File: config.mk
export PLATFORM = sky130hd
export DESIGN_NAME = letter_pool
export DESIGN_NICKNAME = d
export VERILOG_FILES = /design/src/rtl/letter_pool.sv
export SDC_FILE = /design/constraint.sdc
export NUM_CORES = 1
export LEC_CHECK = 0
export CAP_MARGIN = 10
export CORE_MARGIN = 3
export CORE_UTILIZATION = 55
export CTS_CLUSTER_SIZE = 16
export DETAILED_ROUTE_END_ITERATION = 7
export PLACE_DENSITY_LB_ADDON = 0.05
export SYNTH_ARGS = -nofsm -noshare
export SYNTH_HDL_FRONTEND = slang
export SYNTH_SLANG_ARGS = --single-unit
File: constraint.sdc
create_clock -name clk -period 25.3 [get_ports clk]
set_clock_uncertainty 0.1 [all_clocks]
set_input_delay 5.06 -clock clk [delete_from_list [all_inputs] [get_ports clk]]
set_output_delay 5.06 -clock clk [all_outputs]
set_load 0.02 [all_outputs]
File: src/rtl/letter_pool.sv
// Pool of falling letters: captures spawned letters into free slots, advances them on each
// frame tick, and retires them on a matching key (hit) or when they reach the floor (miss).
module letter_pool #(
   parameter  int NSLOT   = 8,
   parameter  int X_FLOOR = 470,
   parameter  int CW      = 16,
   localparam int IW      = $clog2(NSLOT)
) (
   input  logic          clk,
   input  logic          rst,
   input  logic          spawn,
   input  logic [7:0]    gen_ch,
   input  logic [2:0]    gen_speed,
   input  logic [8:0]    gen_x,
   input  logic [9:0]    gen_y,
   input  logic          frame_tick,
   input  logic          key_valid,
   input  logic [7:0]    key_ascii,
   input  logic [IW-1:0] rd_idx,
   output logic          rd_active,
   output logic [7:0]    rd_ch,
   output logic [8:0]    rd_x,
   output logic [9:0]    rd_y,
   output logic          hit,
   output logic          miss,
   output logic          overflow,
   output logic [CW-1:0] hit_count,
   output logic [CW-1:0] miss_count,
   output logic [IW:0]   n_active
);

   logic          act_q [NSLOT];
   logic [7:0]    ch_q  [NSLOT];
   logic [2:0]    spd_q [NSLOT];
   logic [8:0]    x_q   [NSLOT];
   logic [9:0]    y_q   [NSLOT];
   logic          act_d [NSLOT];
   logic [7:0]    ch_d  [NSLOT];
   logic [2:0]    spd_d [NSLOT];
   logic [8:0]    x_d   [NSLOT];
   logic [9:0]    y_d   [NSLOT];

   logic          hit_q, miss_q, ovf_q;
   logic          hit_d, miss_d, ovf_d;
   logic [CW-1:0] hcnt_q, mcnt_q, hcnt_d, mcnt_d;
   logic [IW:0]   nact_q, nact_d;

   logic          tgt_vld, free_vld;
   logic [IW-1:0] tgt_idx, free_idx;
   logic [8:0]    tgt_x;
   logic [9:0]    nx;
   logic [IW:0]   miss_n;

   function automatic logic [CW-1:0] sat_add(input logic [CW-1:0] a, input logic [IW:0] b);
      logic [CW+IW+1:0] s;
      s = {{(IW+2){1'b0}}, a} + {{(CW+1){1'b0}}, b};
      if (s > {{(IW+2){1'b0}}, {CW{1'b1}}})
         return '1;
      return s[CW-1:0];
   endfunction

   // Key target: deepest matching letter, lowest index on a tie (strict > keeps the first).
   always_comb begin
      tgt_vld = 1'b0;
      tgt_idx = '0;
      tgt_x   = '0;
      for (int i = 0; i < NSLOT; i++) begin
         if (key_valid && act_q[i] && (ch_q[i] == key_ascii) && (!tgt_vld || (x_q[i] > tgt_x))) begin
            tgt_vld = 1'b1;
            tgt_idx = IW'(i);
            tgt_x   = x_q[i];
         end
      end
   end

   always_comb begin
      free_vld = 1'b0;
      free_idx = '0;
      for (int i = 0; i < NSLOT; i++) begin
         if (!act_q[i] && !free_vld) begin
            free_vld = 1'b1;
            free_idx = IW'(i);
         end
      end
   end

   // Spawn only targets a slot that was free before this edge, so it never collides with a
   // slot retired in the same edge and is never advanced on its own spawn edge.
   always_comb begin
      nx     = '0;
      miss_n = '0;
      nact_d = '0;
      for (int i = 0; i < NSLOT; i++) begin
         act_d[i] = act_q[i];
         ch_d[i]  = ch_q[i];
         spd_d[i] = spd_q[i];
         x_d[i]   = x_q[i];
         y_d[i]   = y_q[i];
         nx       = {1'b0, x_q[i]} + {7'b0, spd_q[i]};
         if (tgt_vld && (tgt_idx == IW'(i))) begin
            act_d[i] = 1'b0;
            ch_d[i]  = '0;
            spd_d[i] = '0;
            x_d[i]   = '0;
            y_d[i]   = '0;
         end else if (frame_tick && act_q[i]) begin
            if (nx >= 10'(X_FLOOR)) begin
               act_d[i] = 1'b0;
               ch_d[i]  = '0;
               spd_d[i] = '0;
               x_d[i]   = '0;
               y_d[i]   = '0;
               miss_n   = miss_n + (IW+1)'(1);
            end else begin
               x_d[i] = nx[8:0];
            end
         end
         if (spawn && free_vld && (free_idx == IW'(i))) begin
            act_d[i] = 1'b1;
            ch_d[i]  = gen_ch;
            spd_d[i] = gen_speed;
            x_d[i]   = gen_x;
            y_d[i]   = gen_y;
         end
         if (act_d[i])
            nact_d = nact_d + (IW+1)'(1);
      end
   end

   always_comb begin
      hit_d  = tgt_vld;
      miss_d = (miss_n != '0);
      ovf_d  = spawn && !free_vld;
      hcnt_d = tgt_vld ? sat_add(hcnt_q, (IW+1)'(1)) : hcnt_q;
      mcnt_d = sat_add(mcnt_q, miss_n);
   end

   always_ff @(posedge clk) begin
      if (rst) begin
         for (int i = 0; i < NSLOT; i++) begin
            act_q[i] <= 1'b0;
            ch_q[i]  <= '0;
            spd_q[i] <= '0;
            x_q[i]   <= '0;
            y_q[i]   <= '0;
         end
         hit_q  <= 1'b0;
         miss_q <= 1'b0;
         ovf_q  <= 1'b0;
         hcnt_q <= '0;
         mcnt_q <= '0;
         nact_q <= '0;
      end else begin
         for (int i = 0; i < NSLOT; i++) begin
            act_q[i] <= act_d[i];
            ch_q[i]  <= ch_d[i];
            spd_q[i] <= spd_d[i];
            x_q[i]   <= x_d[i];
            y_q[i]   <= y_d[i];
         end
         hit_q  <= hit_d;
         miss_q <= miss_d;
         ovf_q  <= ovf_d;
         hcnt_q <= hcnt_d;
         mcnt_q <= mcnt_d;
         nact_q <= nact_d;
      end
   end

   // Indices beyond NSLOT match no slot and read back as zero.
   always_comb begin
      rd_active = 1'b0;
      rd_ch     = '0;
      rd_x      = '0;
      rd_y      = '0;
      for (int i = 0; i < NSLOT; i++) begin
         if ((rd_idx == IW'(i)) && act_q[i]) begin
            rd_active = 1'b1;
            rd_ch     = ch_q[i];
            rd_x      = x_q[i];
            rd_y      = y_q[i];
         end
      end
   end

   assign hit        = hit_q;
   assign miss       = miss_q;
   assign overflow   = ovf_q;
   assign hit_count  = hcnt_q;
   assign miss_count = mcnt_q;
   assign n_active   = nact_q;

endmodule

# Yosys cells after proc, flatten, opt, wreduce, memory -nomap -nowiden
# Memories as Yosys holds them, arrays and structs flattened.
# Index checks and enable logic that the tools add are counted.
[totals]
ff_bits = 39
latchBits = 0
mem_bits_rw = 248
romBits = 0
input_bits = 46
output_inout_bits = 67
elab_cells = 527
mem_count = 5
[memory_table]
columns = ["memory", "depth", "width", "read_ports", "rd_clocked_by_memory_dff", "write_ports", "line", "text"]
rows = [
  ["y_q", 8, 10, 8, 0, 8, "36", "logic [9:0] y_q [NSLOT];"],
  ["x_q", 8, 9, 8, 0, 8, "35", "logic [8:0] x_q [NSLOT];"],
  ["ch_q", 8, 8, 8, 0, 8, "33", "logic [7:0] ch_q [NSLOT];"],
  ["spd_q", 8, 3, 8, 0, 8, "34", "logic [2:0] spd_q [NSLOT];"],
  ["act_q", 8, 1, 8, 0, 8, "32", "logic act_q [NSLOT];"],
]
[classes]
n_addsub = 24
mul = 0
n_div = 0
n_lt_le_gt_ge = 17
eq_ne = 29
shifts = 0
muxes = 310
bitwise = 40
n_reduce_logical = 96
[ops]
columns = ["op", "n"]
rows = [
  ["2-to-1 mux 9 bit", 55],
  ["2-to-1 mux 10 bit", 48],
  ["2-to-1 mux 8 bit", 48],
  ["2-to-1 mux 3 bit", 52],
  ["2-to-1 mux 4 bit", 28],
  ["adder 9 x 3 -> 10 bit", 8],
  ["greater-or-equal comparator 10 x 9 -> 1 bit (second input constant)", 8],
  ["2-to-1 mux 1 bit", 75],
  ["equality test 8 bit", 8],
  ["logical AND 1 bit", 64],
  ["2-to-1 mux 16 bit", 4],
  ["greater-than comparator 9 bit", 7],
  ["adder 4 x 1 -> 4 bit (second input constant)", 14],
  ["bitwise OR 1 bit", 40],
  ["equality test 3 bit (second input constant)", 12],
  ["greater-than comparator 17 x 16 -> 1 bit (second input constant)", 2],
  ["logical NOT 1 bit", 21],
  ["equality test 3 x 2 -> 1 bit (second input constant)", 6],
  ["adder 16 x 1 -> 17 bit (second input constant)", 1],
  ["adder 16 x 4 -> 17 bit", 1],
  ["equality test 3 x 1 -> 1 bit (second input constant)", 3],
  ["logical NOT 3 bit", 3],
  ["logical OR 1 bit", 7],
  ["nonzero test 4 bit", 1],
]

# Depth between registers and ports, before layout
# Gate-level depths: netlist (run 1).
# An unclocked memory read counts as a cell.
[logic_depth]
word_depth = 67
depth_mapped = 105
mapped_depth_nobuf = 95

# Worst setup path before layout (run 1)
# OpenSTA, ideal clock, no wires.
[synth_path]
kind = "input to register"
start = "input key_ascii[4]"
end = "register mcnt_q[10], in the netlist miss_count[10]"
setup_ns = 0.133
t_arrival_ns = 23.715
required_ns = 25.067
path_slack_ns = 1.352
stages = 97
n_path_buf = 12
path_cell_list = "buf_4 -> xnor2_1 -> nand3_1 -> nor4_4 -> clkbuf_1 -> nand2_1 -> ha_1 -> a21oi_1 -> a211oi_1 -> a211oi_1 -> nand2b_1 -> a21boi_0 -> clkbuf_1 -> mux2_2 -> ha_1 -> a21oi_1 -> o21ai_0 -> a2111oi_0 -> [61 not listed] -> inv_1 -> ha_1 -> nand2_1 -> o21ai_0 -> ha_1 -> nand2_1 -> xor2_1 -> xnor2_1 -> ha_1 -> nor2b_1 -> o21ai_0 -> nand2b_1 -> and2_1 -> nor2b_1 -> clkbuf_1 -> nand3_1 -> clkbuf_1 -> a21oi_1"
[synth_via]
elab_chain_len = 66
word_cells_on_any_way = 115
cone_classes = "add/sub (8); order compare (8); eq/ne (15); mux (46); reduce/logical (38)"
[synth_lines]
columns = ["element", "line", "text"]
rows = [
  ["start, declared", "18", "input logic [7:0] key_ascii,"],
  ["equality test 8 bit", "68", "if (key_valid && act_q[i] && (ch_q[i] == key_ascii) && (!tgt_vld || (x_q[i] > tgt_x))) begin"],
  ["logical AND 1 bit", "68", ""],
  ["2-to-1 mux 9 bit or 2-to-1 mux 1 bit (tied branches)", "68", ""],
  ["greater-than comparator 9 bit or logical NOT 1 bit (tied branches)", "68", ""],
  ["logical OR 1 bit", "68", ""],
  ["logical AND 1 bit", "68", ""],
  ["2-to-1 mux 9 bit or 2-to-1 mux 1 bit (tied branches)", "68", ""],
  ["greater-than comparator 9 bit or logical NOT 1 bit (tied branches)", "68", ""],
  ["[50 not listed]", "-", ""],
  ["adder 4 x 1 -> 4 bit", "113", "miss_n = miss_n + (IW+1)'(1);"],
  ["2-to-1 mux 4 bit", "107", "if (nx >= 10'(X_FLOOR)) begin"],
  ["2-to-1 mux 4 bit", "106", "end else if (frame_tick && act_q[i]) begin"],
  ["2-to-1 mux 4 bit (*)", "100", "if (tgt_vld && (tgt_idx == IW'(i))) begin"],
  ["adder 16 x 4 -> 17 bit (*)", "56", "s = {{(IW+2){1'b0}}, a} + {{(CW+1){1'b0}}, b};"],
  ["greater-than comparator 17 x 16 -> 1 bit", "57", "if (s > {{(IW+2){1'b0}}, {CW{1'b1}}})"],
  ["2-to-1 mux 1 bit", "57", ""],
  ["2-to-1 mux 16 bit (*)", "59", "return s[CW-1:0];"],
  ["end signal, assigned", "165", "mcnt_q <= mcnt_d;"],
  ["end, declared", "45", "logic [CW-1:0] hcnt_q, mcnt_q, hcnt_d, mcnt_d;"],
]
# Mark *: on every way between the ends. The rest lies on a longest branch, timed or not.
# A chain may end at the register's enable or synchronous reset.

# Worst setup path after layout (run 1)
[layout_path]
start = "input key_ascii[0]"
end = "register mcnt_q[10], in the netlist miss_count[10]"
# The elaborated chain is that of the path after synthesis.

==> results of run 1 <==
## layout make-up
class | count | area share
clock buffers | 48 | 0.04391
clock inverters | 8 | 0.002748
inverters | 80 | 0.01403
multi-input cells | 1868 | 0.5749
flip-flops and latches | 287 | 0.2685
well taps | 448 | 0.02619
repair buffers | 161 | 0.06975
## stage by stage
stage	util	total power [mW]	hold WS [ns]	TNS, ns	cell area [µm²]
floorplan	-	0.5279	0.3601	0	19010
global placement	0.6018	0.5572	0.3729	0	20330
detailed placement	0.6018	0.5588	0.3828	-1.401	20330
CTS	0.6313	1.004	0.4011	0	21330
global route	0.6334	1.029	0.4168	0	21400
finish	0.6334	1.003	0.3946	0	21400
## registers in the layout (all words and copies together), names as in the netlist
register    flops
act_q           8
ch_q           64
hit             1
hit_count      16
miss            1
miss_count     16
n_active        4
overflow        1
spd_q          24
x_q            72
y_q            80
## worst max-delay path: cells and delay by family
| kind | cells | cell delay [ns] |
|---|---|---|
| multiplexers | 5 | 1.70 |
| AND/OR/NAND/NOR | 24 | 4.01 |
| XOR/XNOR | 2 | 0.31 |
| buffers and inverters | 9 | 1.92 |
| adder cells (fa/ha/maj) | 15 | 4.81 |
| AO/OA/AOI/OAI | 39 | 6.51 |
## Yosys cell counts (5+ instances only)
| cell type | number |
|---|---|
| dfxtp_1 | 287 |
| fa_1 | 9 |
| or2_2 | 9 |
| buf_6 | 7 |
| a22o_1 | 5 |
| a221oi_1 | 11 |
| nand2_1 | 172 |
| clkbuf_2 | 21 |
| mux2_2 | 25 |
| clkbuf_1 | 156 |
| o21ai_0 | 121 |
| a21oi_1 | 119 |
| nor2_1 | 337 |
| xor2_1 | 55 |
| a32o_1 | 12 |
| ha_1 | 107 |
| and2_1 | 18 |
| nor4_1 | 11 |
| mux2i_1 | 8 |
| xnor2_1 | 71 |
| nor3_1 | 39 |
| a22oi_1 | 291 |
| o2111ai_1 | 5 |
| a211oi_1 | 40 |
| o21a_1 | 6 |
| nand3_1 | 116 |
| nand2b_1 | 13 |
| a31oi_1 | 12 |
| nor2b_1 | 18 |
| o31ai_1 | 12 |
| a21o_1 | 32 |
| nor3b_1 | 5 |
| o211ai_1 | 18 |
| and4_1 | 5 |
| inv_1 | 80 |
| a311oi_1 | 8 |
| or3_1 | 10 |
| and3_1 | 27 |
| nand4_1 | 30 |
| a222oi_1 | 6 |
## timing repair
item                       CTS  global route
buffers inserted             0             2
resized for setup            0            17
setup endpoints to repair    0            16
## power by group
| group | leakage [nW] | total [mW] | switching (mW) | internal [mW] |
|---|---|---|---|---|
| Combinational | 5.32 | 0.0860 | 0.0554 | 0.0306 |
| Clock | 0.500 | 0.451 | 0.196 | 0.255 |
| Sequential | 2.32 | 0.466 | 0.00774 | 0.458 |
## layer usage
layer  up-vias  part of all wire
met2      1077              0.45
met3       198              0.10
met1      9248              0.40
met4         0             0.052
li1       8884                 -
met5         -                 0
## final timing paths
check                                                  to  slack [ns]  depth (start not counted)
worst max-delay path            miss_count[10]$_SDFF_PP0_        1.31                         94
worst min-delay path               y_q[1][6]$_SDFFE_PP0P_        0.39                          2
worst max register to register  miss_count[10]$_SDFF_PP0_        5.91                         93
worst min register to register     y_q[1][6]$_SDFFE_PP0P_        0.39                          2
## cells by family (layout without fill, tap and decap cells)
kind of cell             count (synthesis)  in the layout  share of synthesized area
multiplexers                            33             33                    0.01902
AND/OR/NAND/NOR                        837            837                     0.2057
XOR/XNOR                               128            128                    0.06041
flip-flops                             287            287                     0.3022
buffers and inverters                  272            297                    0.05864
AO/OA/AOI/OAI                          751            751                     0.2725
adder cells (fa/ha/maj)                119            119                    0.08147
==> summary.md, run 1 <==
| Metric | Value |
|---|---|
| Outcome | `finished, final reports clean` |
| Met1 Usage GRT | `0.4649` |
| Worst setup path class | `primary input to flip-flop` |
| Tcrit/Tclk final | `0.9483` |
| Synthesized instance count | `~2400` |
| Fillcell total | `2956` |
| Placer Congestion | `1.030` |
| Most common cell after layout, fill and taps aside | `nor2_1` |
| Max-cap viol count | `0` |
| Post-Place Setup Slack | `-0.1153 ns` |
| Final net count | `between 2000 and 3000` |
| Number of global-route vias before repair | `18020` |
| Cts bufs inserted | `31` |
| Routed Antenna Nets | `0` |
| Starting Density | `0.5628` |
| Post-synth top area cell | `dfxtp_1` |
| Top FF cell, synth | `dfxtp_1` |
| Max Clk Rate | `41.68 MHz` |
| All-Layer GR Usage | `0.3580` |
| Core ar. | `33780 µm²` |
| Most used cell, CP | `ha_1` |
| Die W | `191.9 µm` |
| Antenna Cells | `0` |
| HPWL after detailed placement | `47460 µm` |
| Storage cell area | `5746 µm²` |
| Final setup viols | `0` |
| Pre-antenna DRT Iters | `7` |
| Via count | `roughly 19000` |
| Mapped cell area | `19010 µm²` |
| Die Outline Area | `36830 µm²` |
| Synth warn | `0` |
| Fin. max-slew vios | `0` |
| IO Port Bufs | `112` |
| Post-synthesis average cell area | `7.834 µm²` |
| M2 GR Usage | `0.5739` |
| Via/cell ratio | `6.692` |
| Worst Path Max Fanout | `17` |
| Layout cell share with drive strength beyond 1 | `0.07096` |
| Endpoint class of the critical path | `flip-flop` |
| Sink Count | `287` |
| # rows | `between 60 and 70` |
| Inst Count DP | `2842` |
| Hold buffers post-CTS | `0` |
| WL final | `around 68000 µm` |
| Unique cell type count in the Yosys netlist | `85` |
| Post-synthesis register bit count | `287` |
| Worst EP required | `between 20 and 30 ns` |
| Reg-to-Reg Start | `ch_q[0][0]$_SDFFE_PP0P_` |
| Ranking of synthesized cells by area | `dfxtp_1 (30%), a22oi_1 (11%), ha_1 (7.0%), nor2_1 (6.7%), nand2_1 (3.4%)` |
| CTS Buffer Depth | `3` |
| Footprint of the multi-input gates | `12300 µm²` |
| Max_slew headroom | `0.1383` |
| Final setup margin | `1.307 ns` |
| Critical Path Source Type | `primary input` |
| Power Dens Cells | `between 40 and 50 nW/µm²` |
| Slew @ Worst Pin | `1.293 ns` |
| DR WL/cell | `23.52 µm` |
| GRT met3 Usage | `0.06972` |
| Top-area cell type share of the netlist area | `0.3022` |
| Clk slew on worst S/H paths | `about 0.06 ns` |
| Worst-Skew Late Latency | `0.61 ns` |
| Initial antenna violation count | `0` |
| Most frequent cells in the layout | `nor2_1 (333), a22oi_1 (291), dfxtp_1 (287)` |
| Post-synth EDFFs | `0` |
| Max stage delay on crit path | `0.53 ns` |
| Area grow syn2layout | `12.56%` |
| Final min period | `23.99 ns` |
| GR peak layer | `met2` |
| CP arrival | `24.34 ns` |
| Die height | `191.9 µm` |
| Level count of the clock H-tree | `1` |
| First-pass GRT wire length | `between 100000 and 150000 µm` |
| Residual DRC | `0` |
| Setup crit start | `key_ascii[0]` |
| Worst Hold Launch | `y_q[1][6]$_SDFFE_PP0P_` |
| Crit-path slowest cell | `clkdlybuf4s50_1` |
| Leakage Power | `just over 8 nW` |
| Ports | `113` |
| Post-synthesis sequential area ratio | `0.3022` |
| Max IR drop VDD | `0.00005981 V` |
| RSZ-0062 raised after global routing | `false` |
| Largest net degree at the start of global routing | `around 100` |
| CTS tree | `built` |
| Root Driver | `clkbuf_16` |
| Hold crit path type | `flip-flop to flip-flop` |
| Ys async rst share | `0` |
| Non-Filler Instances | `2900` |
| Synthesized Nets | `2589` |
| Final hold violations | `0` |
| Starting DRT DRC Count | `roughly 2300` |
| Gr ovfl total | `0` |
No activity file was read; power rests on OpenSTA's default activity.
==> run 2: changes to the inputs <==
ABC_CLOCK_PERIOD_IN_PS = 25300   (was unset)
==> results of run 2 <==
Same layout as run 1: the final DEF is identical, and so are final timing and power.
==> run 3: changes to the inputs <==
CORE_UTILIZATION = 40   (was 55)
==> summary.md, run 3 (synthesis results as in run 1) <==
| Metric | Value |
|---|---|
| Outcome | `finished, final reports clean (unchanged)` |
| Largest register FFs | `80 (unchanged)` |
| Worst-Skew Late Latency | `0.58 ns (was 0.61 ns)` |
| Max Clk Rate | `41.61 MHz (was 41.68 MHz)` |
| Final setup viols | `0 (unchanged)` |
| CTS Buffer Depth | `3 (unchanged)` |
| Non-Filler Instances | `3069 (was 2900)` |
| Clk slew on worst S/H paths | `0.05 ns (was 0.06 ns)` |
| Most frequent cells in the layout | `nor2_1 (333), a22oi_1 (291), dfxtp_1 (287) (unchanged)` |
| Die Outline Area | `50180 µm² (was 36830 µm²)` |
| Slew @ Worst Pin | `1.298 ns (was 1.293 ns)` |
| Residual DRC | `0 (unchanged)` |
| Initial antenna violation count | `1 (was 0)` |
| Starting Density | `0.4066 (was 0.5628)` |
| Die W | `224.0 µm (was 191.9 µm)` |
| # rows | `79 (was 67)` |
| Via/cell ratio | `6.156 (was 6.692)` |
| CTS tree | `built (unchanged)` |
| Hold crit path type | `flip-flop to flip-flop (unchanged)` |
| Critical Path Source Type | `primary input (unchanged)` |
| Final hold violations | `0 (unchanged)` |
| Most used cell, CP | `ha_1 (unchanged)` |
| Area grow syn2layout | `14.75% (was 12.56%)` |
| Largest net degree at the start of global routing | `128 (was 101)` |
| Endpoint class of the critical path | `flip-flop (unchanged)` |
| Sink Count | `287 (unchanged)` |
| Number of global-route vias before repair | `17940 (was 18020)` |
| Gr ovfl total | `0 (unchanged)` |
| Hold slack | `0.3968 ns (was 0.3946 ns)` |
| Final min period | `24.03 ns (was 23.99 ns)` |
| Inst Count DP | `3001 (was 2842)` |
| Pre-antenna DRT Iters | `8 (was 7)` |
| IO Port Bufs | `112 (unchanged)` |
| Ports | `113 (unchanged)` |
| DR WL/cell | `23.62 µm (was 23.52 µm)` |
| Fin Setup TNS | `0 ns (unchanged)` |
| Routed wl met3 | `4002 µm (was 6987 µm)` |
| Top delay family on crit path | `compound AO/OA/AOI/OAI gates (unchanged)` |
| Worst Path Max Fanout | `16 (was 17)` |
| Hold buffers post-CTS | `0 (unchanged)` |
| Reg with most FFs | `y_q (unchanged)` |
| Fillcell total | `4634 (was 2956)` |
| Worst setup path class | `primary input to flip-flop (unchanged)` |
| Power Dens Cells | `49.06 nW/µm² (was 46.86 nW/µm²)` |
| HPWL after detailed placement | `50140 µm (was 47460 µm)` |
| Final Util | `0.4666 (was 0.6334)` |
| First-pass GRT wire length | `109600 µm (was 103400 µm)` |
| Die height | `224.0 µm (was 191.9 µm)` |
| Final net count | `2599 (was 2591)` |
| Core ar. | `46750 µm² (was 33780 µm²)` |
| Placed Instance Area | `20530 µm² (was 20330 µm²)` |
| WL final | `72500 µm (was 68210 µm)` |
| Worst EP required | `25.59 ns (was 25.65 ns)` |
| Max_slew headroom | `0.1225 (was 0.1383)` |
| Starting DRT DRC Count | `1698 (was 2253)` |
| Met1 Wirelength | `31670 µm (was 27230 µm)` |
| Cts bufs inserted | `36 (was 31)` |
| DR WL met2 | `34090 µm (was 30430 µm)` |
| Routed Antenna Nets | `0 (unchanged)` |
| Fin. max-slew vios | `0 (unchanged)` |
| Level count of the clock H-tree | `2 (was 1)` |
| Tcrit/Tclk final | `0.9499 (was 0.9483)` |
| Crit-path slowest cell | `clkdlybuf4s50_1 (unchanged)` |
| Layout cell share with drive strength beyond 1 | `0.07517 (was 0.07096)` |
| Most common cell after layout, fill and taps aside | `nor2_1 (unchanged)` |
| Largest regs | `y_q (80), x_q (72), ch_q (64) (unchanged)` |
| Design Area, Final | `21820 µm² (was 21400 µm²)` |
| All-Layer GR Usage | `0.2814 (was 0.3580)` |
| Max-cap viol count | `0 (unchanged)` |
| Max IR drop VDD | `0.00004870 V (was 0.00005981 V)` |
| Max stage delay on crit path | `0.47 ns (was 0.53 ns)` |
| Via count | `18890 (was 19410)` |
| Top layer in use | `met5 (was met4)` |
| Leakage Power | `8.210 nW (was 8.139 nW)` |
| CP arrival | `24.32 ns (was 24.34 ns)` |
| Root Driver | `clkbuf_16 (unchanged)` |
| Placer Congestion | `0.9638 (was 1.030)` |
| Crit path buffers/inverters | `11 (was 9)` |
## run 3: cell types whose count changed in the layout (fill, tap and decap cells not counted), sizes merged
cell	change
buf	+4
diode	+1
bufinv	+2
clkbuf	+4
inv	-2
clkinv	+1
## run 3: worst reg2reg max path, delay by kind of cell, from the launching register on
kind                     cells  cell delay [ns]
flip-flops                   1             0.46
XOR/XNOR                     2             0.30
buffers and inverters       10             1.69
AO/OA/AOI/OAI               38             6.40
multiplexers                 5             1.72
adder cells (fa/ha/maj)     15             4.71
AND/OR/NAND/NOR             26             3.96
## run 3: stage by stage
stage,power (mW),setup WS [ns]
after floorplan,0.5279,1.352
after global placement,0.5613,-0.09867
after detailed placement,0.5627,-0.6755
after CTS,1.082,0.1509
after global routing,1.107,-0.06419
final,1.070,1.268
## run 3: layout make-up
cell class                 instances  area, µm²  area share
antenna                            1      2.502   0.0001147
clock buffer                      53       1026     0.04703
clock inverter                     9      131.4    0.006022
inverter                          80      300.3     0.01376
multi-input combinational       1868      12340      0.5654
sequential                       287       5746      0.2633
tap                              607      759.5     0.03481
timing repair buffer             164       1516     0.06951
## run 3: power by group
| part | internal [mW] | total (mW) | switching [mW] |
|---|---|---|---|
| clock | 0.303 | 0.517 | 0.214 |
| combinational | 0.0309 | 0.0868 | 0.0559 |
| sequential | 0.458 | 0.467 | 0.00816 |
| total | 0.792 | 1.07 | 0.278 |
## run 3: path summary, 6_finish.rpt
kind / from / endpoint / slack (ns) / cells after the start
min: y_q[1][17]$_SDFFE_PP0P_ / y_q[1][17]$_SDFFE_PP0P_ / 0.40 / 2
max: key_ascii[6] / miss_count[12]$_SDFF_PP0_ / 1.27 / 97
max reg2reg: ch_q[0][7]$_SDFFE_PP0P_ / miss_count[12]$_SDFF_PP0_ / 5.78 / 96
min reg2reg: y_q[1][17]$_SDFFE_PP0P_ / y_q[1][17]$_SDFFE_PP0P_ / 0.40 / 2
## run 3: timing repair
| item | CTS | global route |
|---|---|---|
| pin swaps | 0 | 3 |
| hold endpoints to repair | 0 | 0 |
| buffers inserted | 0 | 5 |
| cloned | 0 | 0 |
| setup endpoints to repair | 14 | 17 |
| resized for setup | 2 | 23 |
## run 3: metal layers
layer / GRT usage / vias up
met2: 0.4707 / 679
met1: 0.3720 / 9182
met3: 0.03381 / 132
met4: 0.1083 / 2
met5: 0 / -
li1: - / 8898
